--- src/rtl/branch_pkg.sv ---
// Shared types for the branch resolve controller: FSM states and in-flight prediction entry.
package branch_pkg;
  localparam int PC_W = 32;

  typedef enum logic {
    RUN     = 1'b0,
    RECOVER = 1'b1
  } ctrl_state_t;

  typedef struct packed {
    logic [PC_W-1:0] pc;
    logic            taken;
    logic [PC_W-1:0] target;
  } pred_entry_t;
endpackage

--- src/rtl/branch_inflight_fifo.sv ---
// In-order prediction FIFO; head is combinational, push/pop take effect at the next edge.
// Caller guarantees no push when full without a pop and no pop when empty; clear wins over push.
module branch_inflight_fifo
  import branch_pkg::*;
#(
  parameter int DEPTH = 4
) (
  input  logic                     clk,
  input  logic                     reset,
  input  logic                     push,
  input  logic                     pop,
  input  logic                     clear,
  input  pred_entry_t              push_dat,
  output pred_entry_t              head_dat,
  output logic [$clog2(DEPTH):0]   count
);
  localparam int PTR_W = $clog2(DEPTH);
  localparam int CW    = PTR_W + 1;

  pred_entry_t        mem_q [DEPTH];
  pred_entry_t        mem_d [DEPTH];
  logic [PTR_W-1:0]   wr_ptr_q, wr_ptr_d;
  logic [PTR_W-1:0]   rd_ptr_q, rd_ptr_d;
  logic [CW-1:0]      count_q, count_d;

  always_comb begin
    mem_d    = mem_q;
    wr_ptr_d = wr_ptr_q;
    rd_ptr_d = rd_ptr_q;
    count_d  = count_q;
    if (clear) begin
      wr_ptr_d = '0;
      rd_ptr_d = '0;
      count_d  = '0;
    end else begin
      // Pointers wrap naturally because DEPTH is a power of two.
      if (push) begin
        mem_d[wr_ptr_q] = push_dat;
        wr_ptr_d        = wr_ptr_q + PTR_W'(1);
      end
      if (pop) begin
        rd_ptr_d = rd_ptr_q + PTR_W'(1);
      end
      case ({push, pop})
        2'b10:   count_d = count_q + CW'(1);
        2'b01:   count_d = count_q - CW'(1);
        default: count_d = count_q;
      endcase
    end
  end

  always_ff @(posedge clk) begin
    if (reset) begin
      wr_ptr_q <= '0;
      rd_ptr_q <= '0;
      count_q  <= '0;
    end else begin
      wr_ptr_q <= wr_ptr_d;
      rd_ptr_q <= rd_ptr_d;
      count_q  <= count_d;
    end
  end

  always_ff @(posedge clk) begin
    mem_q <= mem_d;
  end

  assign head_dat = mem_q[rd_ptr_q];
  assign count    = count_q;
endmodule

--- src/rtl/branch_resolve_ctrl.sv ---
// Branch resolve controller: checks predictions in order, drives PHT update, flush and redirect one cycle after resolve.
// Fetch is backpressured via pred_ready when the queue is full or during the post-flush recovery window.
module branch_resolve_ctrl
  import branch_pkg::*;
#(
  parameter int DEPTH       = 4,
  parameter int IDX_W       = 6,
  parameter int RECOVER_CYC = 2,
  parameter int CNT_W       = 32
) (
  input  logic                     clk,
  input  logic                     reset,
  input  logic                     pred_valid,
  output logic                     pred_ready,
  input  logic [PC_W-1:0]          pred_pc,
  input  logic                     pred_taken,
  input  logic [PC_W-1:0]          pred_target,
  input  logic                     res_valid,
  input  logic                     res_taken,
  input  logic [PC_W-1:0]          res_target,
  output logic                     flush,
  output logic [PC_W-1:0]          redirect_pc,
  output logic                     upd_valid,
  output logic [IDX_W-1:0]         upd_index,
  output logic                     upd_taken,
  output logic                     res_error,
  output logic [$clog2(DEPTH):0]   inflight_count,
  output logic [CNT_W-1:0]         branch_count,
  output logic [CNT_W-1:0]         mispred_count
);
  localparam int CW   = $clog2(DEPTH) + 1;
  localparam int RC_W = $clog2(RECOVER_CYC + 1);

  ctrl_state_t       state_q, state_d;
  logic [RC_W-1:0]   rcnt_q, rcnt_d;
  logic              flush_q, flush_d;
  logic [PC_W-1:0]   redirect_pc_q, redirect_pc_d;
  logic              upd_valid_q, upd_valid_d;
  logic [IDX_W-1:0]  upd_index_q, upd_index_d;
  logic              upd_taken_q, upd_taken_d;
  logic              res_error_q, res_error_d;
  logic [CNT_W-1:0]  branch_count_q, branch_count_d;
  logic [CNT_W-1:0]  mispred_count_q, mispred_count_d;

  pred_entry_t       head;
  pred_entry_t       push_dat;
  logic [CW-1:0]     fifo_count;
  logic              push, pop, clear, mispred;
  logic [PC_W-1:0]   correct_pc;

  branch_inflight_fifo #(.DEPTH(DEPTH)) u_fifo (
    .clk      (clk),
    .reset    (reset),
    .push     (push),
    .pop      (pop),
    .clear    (clear),
    .push_dat (push_dat),
    .head_dat (head),
    .count    (fifo_count)
  );

  always_comb begin
    push_dat   = '{pc: pred_pc, taken: pred_taken, target: pred_target};
    pop        = (state_q == RUN) && res_valid && (fifo_count != '0);
    pred_ready = (state_q == RUN) && ((fifo_count < CW'(DEPTH)) || pop);
    push       = pred_valid && pred_ready;
    mispred    = (head.taken != res_taken) ||
                 (head.taken && res_taken && (head.target != res_target));
    // A mispredict squashes everything younger, including a same-cycle push.
    clear      = pop && mispred;
    correct_pc = res_taken ? res_target : head.pc + PC_W'(4);
  end

  always_comb begin
    state_d         = state_q;
    rcnt_d          = rcnt_q;
    flush_d         = 1'b0;
    redirect_pc_d   = redirect_pc_q;
    upd_valid_d     = 1'b0;
    upd_index_d     = upd_index_q;
    upd_taken_d     = upd_taken_q;
    res_error_d     = 1'b0;
    branch_count_d  = branch_count_q;
    mispred_count_d = mispred_count_q;
    case (state_q)
      RUN: begin
        if (res_valid && !pop) begin
          res_error_d = 1'b1;
        end
        if (pop) begin
          upd_valid_d    = 1'b1;
          upd_index_d    = head.pc[IDX_W+1:2];
          upd_taken_d    = res_taken;
          branch_count_d = (branch_count_q == '1) ? branch_count_q : branch_count_q + CNT_W'(1);
          if (mispred) begin
            flush_d         = 1'b1;
            redirect_pc_d   = correct_pc;
            mispred_count_d = (mispred_count_q == '1) ? mispred_count_q
                                                      : mispred_count_q + CNT_W'(1);
            state_d         = RECOVER;
            rcnt_d          = RC_W'(RECOVER_CYC);
          end
        end
      end
      RECOVER: begin
        res_error_d = res_valid;
        if (rcnt_q <= RC_W'(1)) begin
          state_d = RUN;
          rcnt_d  = '0;
        end else begin
          rcnt_d = rcnt_q - RC_W'(1);
        end
      end
      default: state_d = RUN;
    endcase
  end

  always_ff @(posedge clk) begin
    if (reset) begin
      state_q         <= RUN;
      rcnt_q          <= '0;
      flush_q         <= 1'b0;
      redirect_pc_q   <= '0;
      upd_valid_q     <= 1'b0;
      upd_index_q     <= '0;
      upd_taken_q     <= 1'b0;
      res_error_q     <= 1'b0;
      branch_count_q  <= '0;
      mispred_count_q <= '0;
    end else begin
      state_q         <= state_d;
      rcnt_q          <= rcnt_d;
      flush_q         <= flush_d;
      redirect_pc_q   <= redirect_pc_d;
      upd_valid_q     <= upd_valid_d;
      upd_index_q     <= upd_index_d;
      upd_taken_q     <= upd_taken_d;
      res_error_q     <= res_error_d;
      branch_count_q  <= branch_count_d;
      mispred_count_q <= mispred_count_d;
    end
  end

  assign flush          = flush_q;
  assign redirect_pc    = redirect_pc_q;
  assign upd_valid      = upd_valid_q;
  assign upd_index      = upd_index_q;
  assign upd_taken      = upd_taken_q;
  assign res_error      = res_error_q;
  assign inflight_count = fifo_count;
  assign branch_count   = branch_count_q;
  assign mispred_count  = mispred_count_q;
endmodule

--- config.mk ---
export PLATFORM = sky130hd
export DESIGN_NAME = branch_resolve_ctrl
export DESIGN_NICKNAME = d
export VERILOG_FILES = /design/src/rtl/branch_pkg.sv /design/src/rtl/branch_inflight_fifo.sv /design/src/rtl/branch_resolve_ctrl.sv
export SDC_FILE = /design/constraint.sdc
export NUM_CORES = 1
export LEC_CHECK = 0
export ABC_AREA = 1
export BUFFER_PORTS_ARGS = -buffer_cell sky130_fd_sc_hd__buf_2
export CAP_MARGIN = 15
export CORE_MARGIN = 5
export CORE_UTILIZATION = 58
export CTS_CLUSTER_DIAMETER = 40
export DETAILED_ROUTE_END_ITERATION = 8
export PLACE_DENSITY = 0.83
export SLEW_MARGIN = 20
export SYNTH_ARGS = -nofsm -noshare
export SYNTH_HDL_FRONTEND = slang
export SYNTH_SLANG_ARGS = --single-unit
--- constraint.sdc ---
create_clock -name clk -period 6.79 [get_ports clk]
set_input_delay 0 -clock clk [delete_from_list [all_inputs] [get_ports clk]]
set_output_delay 0 -clock clk [all_outputs]
set_load 0.1 [all_outputs]
# Word-level counts from Yosys, hierarchy flattened
# Cells that the tools add are included.
[totals] reg_bits=376 elab_cells=93 in_bits=102 out_inout_bits=110
[classes] n_bitwise=6 reduce_logical=22 add_sub_neg=8 eq_ne=8 n_lt_le_gt_ge=5 muxes=19
[op_table] op="bitwise mux 260 bit" n=1
[op_table] op="2-to-1 mux 65 bit" n=3
[op_table] op="binary-select mux 65 bit (select 2 bit)" n=1
[op_table] op="demux 65 bit (select 2 bit)" n=1
[op_table] op="adder 32 x 1 -> 32 bit (second input constant)" n=2
[op_table] op="equality test 32 bit (second input constant)" n=2
[op_table] op="adder 32 x 3 -> 32 bit (second input constant)" n=1
[op_table] op="2-to-1 mux 32 bit" n=1
[op_table] op="!= test 32 bit" n=1
[op_table] op="logical AND 1 bit" n=9
[op_table] op="greater-or-equal comparator 3 bit (second input constant)" n=2
[op_table] op="2-to-1 mux 2 bit" n=3
[op_table] op="NOT 2 -> 3 bit" n=2
[op_table] op="one-hot mux 3 bit (2 select lines)" n=1
[op_table] op="AND reduction 2 bit" n=3
[op_table] op="AND reduction 3 bit" n=2
[op_table] op="2-to-1 mux 1 bit" n=5
[op_table] op="adder 2 x 1 -> 2 bit (second input constant)" n=2
[op_table] op="!= test 2 bit (second input constant)" n=2
[op_table] op="NOT 1 bit" n=4
[op_table] op="one-hot mux 1 bit (2 select lines)" n=2
[op_table] op="one-hot mux 2 bit (2 select lines)" n=1
[op_table] op="AND reduction 4 bit" n=1
[op_table] op="OR reduction 2 bit" n=2
[op_table] op="other kinds (13)" n=14

# Longest topological paths before layout
# Gate-level depths: netlist of the first run.
[depth] ltp_word=10 mapped_depth=21 mapped_depth_nobuf=18

# Hierarchy
# A second synthesis of the first run with hierarchy kept.
[unflattened] cells_unflattened=1807 area_unflattened_um2=17137.7
[by_module_without_submodules] module="branch_inflight_fifo" n_inst=1 cells_per_inst=684 seq_area_each_um2=7947.6 area_per_inst_um2=10053.4
[by_module_without_submodules] module="branch_resolve_ctrl" n_inst=1 cells_per_inst=1123 seq_area_each_um2=2182.1 area_per_inst_um2=7084.3

# Worst setup path before layout of the first run
# Ideal clock, no wire load.
[synth_timing] path_type="reg-to-reg" from="register u_fifo.count_q[2] (netlist: u_fifo.count[2])" to="register u_fifo.mem_q[0] (netlist name), enable pin" path_slack_ns=0.754 period_less_slack_ns=6.036 path_buffers=0 path_stages_with_launch=4 arrival_time_ns=5.547 setup_ns=0.488 required_time_ns=6.302 path_cell_list="dfxtp_1 > a21oi_1 > nand3_1 > nor2_1"
[synth_via] elab_chain_cells=6 word_cells_on_any_way=9 classes_between="order compare: 1; bitwise: 1; reduce/logical: 7"
[synth_rtl] item="start: declaration" line="branch_inflight_fifo.sv:24" source="logic [CW-1:0] count_q, count_d;"
[synth_rtl] item="start signal: assignment" line="branch_inflight_fifo.sv:60" source="count_q <= count_d;"
[synth_rtl] item="parallel branches: the longest is 2 deep, another holds less-than comparator 3 bit"
[synth_rtl] item="logical OR 1 bit (*)" line="branch_resolve_ctrl.sv:65" source="pred_ready = (state_q == RUN) && ((fifo_count < CW'(DEPTH)) || pop);"
[synth_rtl] item="logical AND 1 bit (*)" line="branch_resolve_ctrl.sv:65"
[synth_rtl] item="net pred_ready" line="branch_resolve_ctrl.sv:14" source="output logic pred_ready,"
[synth_rtl] item="logical AND 1 bit (*)" line="branch_resolve_ctrl.sv:66" source="push = pred_valid && pred_ready;"
[synth_rtl] item="AND reduction 2 bit (no line) (*)"
[synth_rtl] item="end signal: assignment" line="branch_inflight_fifo.sv:65" source="mem_q <= mem_d;"
[synth_rtl] item="end: declaration" line="branch_inflight_fifo.sv:20" source="pred_entry_t mem_q [DEPTH];"
# Mark *: on every way through the listed nets, which the timed path passes.
# A chain may end at the register's enable or synchronous reset.

# Worst setup path in the final report of the first run
[layout_timing] from="register u_fifo.rd_ptr_q[0]" to="register u_fifo.mem_q[50] (netlist name), enable pin"
[layout_via] elab_chain_cells=10 word_cells_on_any_way=12 classes_between="eq/ne: 2; mux: 3; bitwise: 2; reduce/logical: 5"
[layout_rtl] item="start: declaration" line="branch_inflight_fifo.sv:23" source="logic [PTR_W-1:0] rd_ptr_q, rd_ptr_d;"
[layout_rtl] item="start signal: assignment" line="branch_inflight_fifo.sv:59" source="rd_ptr_q <= rd_ptr_d;"
[layout_rtl] item="NOT 2 -> 3 bit (not written as such) (*)" line="branch_inflight_fifo.sv:68" source="assign head_dat = mem_q[rd_ptr_q];"
[layout_rtl] item="binary-select mux 65 bit (select 2 bit) (*)" line="branch_inflight_fifo.sv:68"
[layout_rtl] item="2-to-1 mux 65 bit (not written as such) (*) (2 in a row)" line="branch_inflight_fifo.sv:68"
[layout_rtl] item="!= test 32 bit / logical AND 1 bit (equally long branches)" line="branch_resolve_ctrl.sv:68" source="(head.taken && res_taken && (head.target != res_target));"
[layout_rtl] item="logical AND 1 bit" line="branch_resolve_ctrl.sv:68"
[layout_rtl] item="logical OR 1 bit (*)" line="branch_resolve_ctrl.sv:67" source="mispred = (head.taken != res_taken) ||"
[layout_rtl] item="logical AND 1 bit (*)" line="branch_resolve_ctrl.sv:70" source="clear = pop && mispred;"
[layout_rtl] item="NOT 1 bit (no line) (*)"
[layout_rtl] item="AND reduction 2 bit (no line) (*)"
# Every way passes the cells marked *; elsewhere a longest branch is shown, timed or not. The select of a mux whose other input is x is not followed.

==> results, run 1 <==
- The kind of start point of the critical path is a flip-flop.
- The worst path uses 77.4% of the clock period.
- The number of cell rows is 63.
- Setup repair after global routing left no endpoint under its margin.
- In this run, post-CTS hold repair placed 98 buffers.
- The number of pins exceeding their max-slew limit in the final report came to 0.
- The most numerous cell on the critical path is sky130_fd_sc_hd__nand2_1.
- STA puts the critical path data required time at 6.99 ns.
- The cell count after synthesis is 2014.
- The number of top-level pins is 212.
- In the layout the commonest cells are sky130_fd_sc_hd__nand2_1 (612), sky130_fd_sc_hd__edfxtp_1 (260), sky130_fd_sc_hd__nand3_1 (250).
- During synthesis, Yosys emitted a total of 0 warnings.
- Using the TritonRoute via totals, the vias-per-cell ratio works out to 5.76.
- The total clock buffers created by CTS is 47.
- The initial antenna violation count is 0.
- The endpoint type of the worst setup path is a flip-flop.
- Dividing the synthesized area by the synthesized cell count gives 8.64 um2.
- Before antenna repair, the detailed router went through 6 iterations.
- The via count of the first global-routing pass is 14947.
- The number of antenna-violating nets in the routed design is 0.
- The number of flops mapped to enable cells by yosys is 260.
- Summing every instance area after synthesis gives 17400 um2.
- The floorplan step set the die width to 183 um.
- The leakage power of the design is 8.91 nW.
- Across the VDD grid, the largest voltage drop is 354 uV.
- In this run the most critical hold path is launched from res_target[1].
- The tool flagged a number of max-cap violations equal to 0.
- The H-tree generated during clock tree synthesis spans 2 levels.
- The first element of the critical path is u_fifo.rd_ptr_q[0].
- The signal arrival time at the worst endpoint is 5.46 ns.
- Along the worst path, the maximum fanout reaches 73.
- The CTS tree is yes.
- In this run the clock root is driven by a sky130_fd_sc_hd__clkbuf_16.
- The number of sinks driven by the clock tree is 376.
- Clock latency on the worst-skew pair, taken at its later pin, is 0.56 ns.
- The category of the most critical setup path is reg2reg.
- Between clock sinks in the finished design, the worst skew comes to 0.0289 ns.
- After layout, the minimum clock period comes to 5.26 ns.
- The worst register-to-register path begins at u_fifo.rd_ptr_q[0].
- The placer's final routability congestion estimate is 0.957.
- After synthesis the netlist holds a flip-flop and latch count of 376.
- Traced cell by cell, the critical path runs through clkinv_2, nand2_1, nand3_1, nand2_1, nand2_1, nand2_1, nand2_1, nor2_1, nand2_1, nor2_1, nand2_1, nand2_1, nand2_2, nand2_4, nand3_1, nor2_4, buf_4.
- The initial utilization of the core area, before any placement, comes to 58.7%.
- The total length of routed wires is 51.2 mm.
- Sorting the synthesized cells by area gives the leading types as sky130_fd_sc_hd__edfxtp_1 (45%), sky130_fd_sc_hd__dfxtp_1 (13%), sky130_fd_sc_hd__nand2_1 (13%), sky130_fd_sc_hd__nand3_1 (7.2%), sky130_fd_sc_hd__inv_1 (4.4%).
- The run finished with clean final reports.
- The worst slew margin relative to its limit is 24.4%.
- The number of instances resized during post-cts repair is 0.
- The post-synthesis net count is 2126.
- In the final design database the tool counted 2414 nets.
- The share of flip-flops with an asynchronous set or reset after synthesis is 0%.
- The first global-routing pass estimated 78.8 mm of wire.
- After detailed routing, the average wire length per cell comes to 18.7 um.
- The top cell family by delay on the critical path is simple AND/OR/NAND/NOR gates.
- The fraction of the yosys area taken by sequential cells is 58.2%.
- The die outline area is 33600 um2.
- Across all layers, the routed design uses 15748 vias.
- The number of setup violations in the final report is 0.
- The top cell type by total area after synthesis is sky130_fd_sc_hd__edfxtp_1.
- Post-CTS timing repair inserted 0 buffers for setup.
- In the routed design, unresolved DRC markers number 0.
- For this block, the initial DRC count from the detailed router was 2068.
- The highest-delay cell along the critical path is sky130_fd_sc_hd__clkinv_2.
- The library cell used most frequently in the layout, excluding fill and tap cells, is sky130_fd_sc_hd__nand2_1.
- The final count of hold timing violations is 0.
- Together, buffers and inverters on the worst path number 2.
- The slew at the pin closest to its max-slew limit is 1.13 ns.
- The vertical die dimension is 183 um.
- The share of synthesized area in the top cell type comes to 44.9%.
- The largest net degree at the start of global routing is 83.
- The total of buffers placed on input and output ports is 211.
- In the synthesized netlist the dominant register cell turns out to be sky130_fd_sc_hd__edfxtp_1.
- The post-synthesis cell type count is 44.
- Compared with the post-synthesis result, the final layout area differs by 22.0%.
- After clock tree synthesis, the clock-pin slew on the worst setup and hold paths is 0.06 ns.
- In the global route stage, overall resource usage came out at 29.4%.
- Once detailed placement completed, the half-perimeter wirelength came to 31.6 mm.
- The power density of the placed cells is 395 nW/um2.
- The maximum root-to-sink buffer count is 3.
- The path category of the worst min-delay check is in2reg.
- In the final layout, the share of cells above drive strength 1 is 14.1%.
- After layout, the design draws a total of 0.00838 W.
- The critical path's largest stage delay is 1.03 ns.
- Based on the critical path, the design can be clocked at up to 190 MHz.
- The core area is 29600 um2.
- The sum of negative setup slack is 0 ns.
- The total overflow left after global routing is 0.
[power breakdown]
part           leakage (nW)  switching, W  total, W  internal, W
registers              3.32      0.000167   0.00302      0.00285
logic                  4.83       0.00222   0.00284     0.000615
clock network         0.768       0.00103   0.00253      0.00150
total                  8.91       0.00342   0.00838      0.00497
[sequential cells by signal, summed over array words and instances, names as in the netlist, 2 cells and up]
| register | count |
|---|---|
| redirect_pc | 32 |
| upd_index | 6 |
| branch_count | 32 |
| u_fifo.wr_ptr_q | 2 |
| u_fifo.mem_q | 260 |
| mispred_count | 32 |
| u_fifo.count | 3 |
| u_fifo.rd_ptr_q | 2 |
| rcnt_q | 2 |
[routing by layer]
metal,vias up,wire length (um),GRT usage (%)
li1,7290,-,-
met1,7343,19000,38.3
met2,950,24600,49.8
met3,165,5570,4.82
met4,0,2100,11.1
met5,-,0,0
[area by class of cell]
| cell class | instances | area, um2 |
|---|---|---|
| sequential | 376 | 10100 |
| timing repair buffer | 322 | 2130 |
| clock buffer | 58 | 1260 |
| clock inverter | 30 | 325 |
| inverter | 212 | 797 |
| tap | 390 | 488 |
| multi-input combinational | 1343 | 6090 |
| fill | 2110 | 8410 |
| antenna | 1 | 2.50 |
[synth_stat cells, types with 4 or more instances]
| master | instances |
|---|---|
| sky130_fd_sc_hd__a21oi_1 | 43 |
| sky130_fd_sc_hd__a31oi_1 | 6 |
| sky130_fd_sc_hd__and3_1 | 4 |
| sky130_fd_sc_hd__buf_1 | 11 |
| sky130_fd_sc_hd__buf_2 | 31 |
| sky130_fd_sc_hd__buf_4 | 13 |
| sky130_fd_sc_hd__buf_6 | 4 |
| sky130_fd_sc_hd__clkbuf_1 | 24 |
| sky130_fd_sc_hd__dfxtp_1 | 116 |
| sky130_fd_sc_hd__edfxtp_1 | 260 |
| sky130_fd_sc_hd__ha_1 | 9 |
| sky130_fd_sc_hd__inv_1 | 206 |
| sky130_fd_sc_hd__inv_2 | 5 |
| sky130_fd_sc_hd__nand2_1 | 613 |
| sky130_fd_sc_hd__nand3_1 | 250 |
| sky130_fd_sc_hd__nand3b_1 | 7 |
| sky130_fd_sc_hd__nand4_1 | 56 |
| sky130_fd_sc_hd__nor2_1 | 181 |
| sky130_fd_sc_hd__nor3_1 | 42 |
| sky130_fd_sc_hd__nor4_1 | 5 |
| sky130_fd_sc_hd__o21ai_0 | 73 |
| sky130_fd_sc_hd__o21ai_1 | 7 |
| sky130_fd_sc_hd__xnor2_1 | 4 |
| sky130_fd_sc_hd__xor2_1 | 11 |
[worst register-to-register path, cell delays in order, from the launching register on]
cell,delay [ns]
sky130_fd_sc_hd__dfxtp_4,0.71
sky130_fd_sc_hd__clkinv_2,1.03
sky130_fd_sc_hd__nand2_1,0.33
sky130_fd_sc_hd__nand3_1,0.12
sky130_fd_sc_hd__nand2_1,0.12
sky130_fd_sc_hd__nand2_1,0.07
sky130_fd_sc_hd__nand2_1,0.06
sky130_fd_sc_hd__nand2_1,0.07
sky130_fd_sc_hd__nor2_1,0.17
sky130_fd_sc_hd__nand2_1,0.08
sky130_fd_sc_hd__nor2_1,0.15
sky130_fd_sc_hd__nand2_1,0.08
sky130_fd_sc_hd__nand2_1,0.08
sky130_fd_sc_hd__nand2_2,0.10
sky130_fd_sc_hd__nand2_4,0.08
sky130_fd_sc_hd__nand3_1,0.34
sky130_fd_sc_hd__nor2_4,0.83
sky130_fd_sc_hd__buf_4,0.49
[per-stage QoR]
stage	cells	util, %	area [um2]	setup WS, ns	hold slack [ns]
2_1_floorplan	2014	-	17400	0.754	0.0949
3_3_place_gp	2545	63.0	18700	2.03	0.212
3_5_place_dp	2545	63.0	18700	1.74	0.216
4_1_cts	2731	71.6	21200	1.72	0.00799
5_1_grt	2731	71.6	21200	1.13	0.0101
6_report	2732	71.6	21200	1.53	0.0241
[logic make-up (layout without fill, tap and decap cells)]
kind of cell,after synthesis,in the layout,synth area share (%)
AO/OA/AOI/OAI,142,142,4.32
XOR/XNOR,15,15,0.755
adder cells (fa/ha/maj),10,10,0.762
buffers and inverters,295,622,7.04
flip-flops,376,376,58.2
other,0,1,0
AND/OR/NAND/NOR,1176,1176,28.9
[final timing paths]
kind                 endpoint  slack [ns]  depth (start not counted)
min reg2reg    redirect_pc[3]        0.46                          2
max          u_fifo.mem_q[50]        1.53                         17
min            redirect_pc[1]        0.02                          4
max reg2reg  u_fifo.mem_q[50]        1.53                         17
(Power assumes the default switching activity.)
==> run 2, diff against run 1 <==
--- a/config.mk
+++ b/config.mk
@@ -5,14 +5,14 @@
 export SDC_FILE = /design/constraint.sdc
 export NUM_CORES = 1
 export LEC_CHECK = 0
-export ABC_AREA = 1
+export ABC_AREA = 0
 export BUFFER_PORTS_ARGS = -buffer_cell sky130_fd_sc_hd__buf_2
 export CAP_MARGIN = 15
 export CORE_MARGIN = 5
-export CORE_UTILIZATION = 58
+export CORE_UTILIZATION = 52
 export CTS_CLUSTER_DIAMETER = 40
 export DETAILED_ROUTE_END_ITERATION = 8
-export PLACE_DENSITY = 0.83
+export PLACE_DENSITY = 0.79
 export SLEW_MARGIN = 20
 export SYNTH_ARGS = -nofsm -noshare
 export SYNTH_HDL_FRONTEND = slang
==> constraint.sdc (replaced) <==
create_clock -name clk -period 4.55 [get_ports clk]
set_input_delay 0 -clock clk [delete_from_list [all_inputs] [get_ports clk]]
set_output_delay 0 -clock clk [all_outputs]
set_load 0.1 [all_outputs]
==> run 2 against run 1 <==
First-iteration DRC count decreased by 65%. Synthesized cell count fell by 44%. Design area fell by 6.5%. Count of clock-buffer cells in the layout is the same. Area after synthesis shrank 8.6%.
==> results, run 2 <==
- The run finished with clean final reports.
- The post-route netlist has 27.6% of its cells at a drive strength greater than 1.
- The average instance in the mapped netlist occupies 14.0 um2.
- The register clock-pin slew on the reported worst setup and hold paths is 0.06 ns.
- The horizontal extent of the die is 185 um.
- The area share of the largest cell type after synthesis is 49.1%.
- The final routed wire length divided by cell count is 21.1 um.
- The number of setup violations in the final report is 0.
- The largest net degree at the start of global routing is 86.
- The sequential standard cell area is 10100 um2.
- The starting density of the core is 52.3%.
- The number of different library cells used by synthesis comes to 61.
- Measured against its own limit, the worst slew margin works out to 43.2%.
- In this run the static leakage power is 7.06 nW.
- The cell area that synthesis handed to floorplanning was 15900 um2.
- The number of top-level pins is 212.
- Clock tree synthesis found a total of 376 sinks.
- The worst setup path is captured at a flip-flop.
- The endpoint identified for the worst register-to-register timing path is redirect_pc[12].
- The startpoint identified for the worst register-to-register timing path is u_fifo.rd_ptr_q[0].
- The pre-antenna-repair detailed-routing pass consisted of 5 iterations.
- The core region is 30400 um2.
- Global routing consumed, over all layers together, 22.9% of the routing resources.
- The floorplan has 64 rows.
- In this run the worst setup path terminates at redirect_pc[12].
- The required time at the endpoint of the critical path is 5.03 ns.
- The insertion delay to the later sink of the worst-skew pair is 0.55 ns.
- The H-tree was split into 2 levels.
- In this run the worst hold path is classified as in2reg.
- Once detailed placement completed, the half-perimeter wirelength came to 27.1 mm.
- The number of nets handed over by synthesis was 1244.
- The CTS tree is yes.
- The clock network is responsible for 30.7% of the overall power.
- The most critical setup path has its startpoint at u_fifo.rd_ptr_q[0].
- STA classifies the critical path startpoint as a flip-flop.
- The register with the most flip-flops in the layout has 260 of them.
- At the pin with the least slew margin, the transition time is 0.852 ns.
- For the worst flop-to-flop path, the logic depth is 10.
- The final worst-path cycle share is 82.6%.
- Of all flip-flops after synthesis, the portion carrying an async set or reset was 0%.
- The die covers 34200 um2.
- The power density of the placed cells is 569 nW/um2.
- In the synthesized netlist the dominant register cell turns out to be sky130_fd_sc_hd__edfxtp_1.
- The number of flops mapped to enable cells by yosys is 260.
- Setup repair after global routing left no endpoint under its margin.
- The post-route DRC violation count is 0.
- The top cell type by total area after synthesis is sky130_fd_sc_hd__edfxtp_1.
- In this run the deepest clock path goes through 3 buffers.
- The number of pins exceeding their max-slew limit in the final report is 0.
- Along the worst path, the maximum fanout reaches 45.
- Measured along the y axis, the die boundary spans 185 um.
- In this run switching power makes up 34.0% of total power.
- Summing over every cut layer, the via total after detailed routing is 10761.
- The proportion of power drawn by combinational gates is 30.2%.
- The critical path is of the reg2reg type.
- The total congestion overflow is 0.
- The clock period minus worst slack is 3.76 ns.
- The internal portion of the total power is 0.00745 W.
- Max-cap violations in this run came to 0.
- Setup slack on the worst reg-to-reg path comes out at 0.79 ns.
- The worst hold slack is 0.00461 ns.
- The clock root buffer is sky130_fd_sc_hd__clkbuf_16.
- Summed over all layers, the routed wires come to 39.8 mm.
- Among all cell types in the netlist, the one instantiated most often is sky130_fd_sc_hd__edfxtp_1.
- The detail route stage leaves a number of antenna-violating nets equal to 0.
- The cell count after synthesis is 1132.
- The multi-input combinational cell area is 5390 um2.
- The per-cell via count in the routed design is 5.69.
- u_fifo.mem_q holds more flip-flops than any other register.
- The global-route wire length before repair is 60.9 mm.
- The via count of the first global-routing pass came to 10824.
- Based on the critical path, the design can be clocked at up to 266 MHz.
- Data on the critical path arrives at its endpoint at 4.24 ns.
- The final layout contains 1572 nets.
- The final count of hold timing violations is 0.
- Gates resized during post-CTS repair numbered 0.
- For the final routed database, the setup TNS stands at 0 ns.
- The worst-case IR drop observed on VDD is 455 uV.
- The initial antenna violation count is 1.
- The placer's final routability congestion estimate is 0.847.
- Clock tree synthesis inserted a total of 44 buffers.
- Input and output buffers added on the ports amount to 211.
- The flop and latch count out of synthesis is 376.
- Relative to the synthesized area, the layout overhead comes to 24.8%.
- The setup clock skew after layout is 0.0255 ns.
- The DRC marker count from the first detailed-route iteration is 719.
- The count of warnings emitted by yosys is 0.
- The number of fillers in the final layout is 2188.
- The library cell used most frequently in the layout, excluding fill and tap cells, is sky130_fd_sc_hd__edfxtp_1.
- Sequential cells burn 39.2% of the power.
- In the synthesized netlist, the cells that appear most often are sky130_fd_sc_hd__edfxtp_1 (260), sky130_fd_sc_hd__dfxtp_1 (116), sky130_fd_sc_hd__nand2_1 (95), sky130_fd_sc_hd__nor2_1 (78), sky130_fd_sc_hd__xnor2_1 (67).
- By area the synthesized netlist is led by sky130_fd_sc_hd__edfxtp_1 (49%), sky130_fd_sc_hd__dfxtp_1 (15%), sky130_fd_sc_hd__mux4_2 (9.1%), sky130_fd_sc_hd__xnor2_1 (3.7%), sky130_fd_sc_hd__nand2_1 (2.2%).
- The fraction of the yosys area taken by sequential cells is 63.7%.
- In this run the power spent charging and discharging nets is 0.00383 W.
- In the layout the commonest cells are sky130_fd_sc_hd__edfxtp_1 (260), sky130_fd_sc_hd__buf_2 (210), sky130_fd_sc_hd__dfxtp_1 (114).
==> run 2: cell count changes after synthesis, sizes merged, moves of 63 or more <==
cell / delta
nand3: -203
nor2: -107
nand2: -521
xnor2: +63
mux4: +64
inv: -192
==> run 2: what timing repair did <==
item | 4_1_cts | 5_1_grt
endpoints found under the setup margin | 0 | 0
buffers inserted | 0 | 0
hold buffers | 100 | 0
endpoints found under the hold margin | 302 | 0
==> run 2: power by group through the flow <==
stage                     Sequential [W]  Combinational (W)  Clock, W
after floorplan                  0.00517            0.00190         0
after global placement           0.00445            0.00328         0
after detailed placement         0.00448            0.00333         0
after CTS                        0.00442            0.00342   0.00351
after global routing             0.00446            0.00361   0.00366
final                            0.00442            0.00340   0.00346
==> run 2: cells by family (layout without fill, tap and decap cells) <==
group	after synthesis	after routing	share of synthesized area (%)
other	0	1	0
xor gates and xnor gates	95	95	5.23
and+or+nand+nor	376	376	12.1
adders and majority gates	10	10	0.834
buffers and inverters	71	434	2.56
DFF	376	376	63.7
AOI/OAI and AO/OA	112	112	4.46
muxes	92	92	11.1
==> run 2: cell type report <==
cell class,instances,share of cell area [%]
antenna,1,0.0126
clock buffer,58,6.17
clock inverter,23,1.15
inverter,20,0.378
multi-input combinational,685,27.1
sequential,376,51.1
tap,396,2.50
timing repair buffer,333,11.6
==> run 2: worst min-delay path by stage <==
stage               startpoint           endpoint  cells after the start
2_1_floorplan   pred_target[0]    u_fifo.mem_q[0]                      0
3_3_place_gp   pred_target[26]   u_fifo.mem_q[26]                      1
3_5_place_dp        pred_pc[9]  u_fifo.mem_q[172]                      1
4_1_cts          res_target[4]     redirect_pc[4]                      5
5_1_grt          res_target[4]     redirect_pc[4]                      5
6_report         res_target[4]     redirect_pc[4]                      5
==> run 2: per-layer routing <==
layer / share of wire [%] / track usage, %
met3: 7.9 / 3.97
met5: 0 / 0
met4: 1.9 / 5.28
met2: 51 / 40.3
met1: 39 / 30.0
==> run 2: per-stage QoR <==
step | setup slack (ns) | util [%] | cell area [um2] | total power [W] | std cells
after global routing | 0.516 | 65.2 | 19800 | 0.0117 | 1891
after CTS | 0.789 | 65.2 | 19800 | 0.0114 | 1891
after detailed placement | 0.857 | 57.1 | 17400 | 0.00781 | 1710
after floorplan | 0.225 | - | 15900 | 0.00707 | 1132
after global placement | 0.976 | 57.1 | 17400 | 0.00773 | 1710
final | 0.791 | 65.2 | 19800 | 0.0113 | 1892
==> run 2: critical path: stages (launching register included) <==
cell	delay, ns
sky130_fd_sc_hd__dfxtp_4	0.45
sky130_fd_sc_hd__buf_4	0.35
sky130_fd_sc_hd__mux4_2	0.58
sky130_fd_sc_hd__xnor2_1	0.16
sky130_fd_sc_hd__nand4_1	0.11
sky130_fd_sc_hd__a2111oi_2	0.53
sky130_fd_sc_hd__a31o_2	0.25
sky130_fd_sc_hd__buf_4	0.43
sky130_fd_sc_hd__nand2_1	0.10
sky130_fd_sc_hd__a21oi_1	0.15
sky130_fd_sc_hd__dlygate4sd3_1	0.56
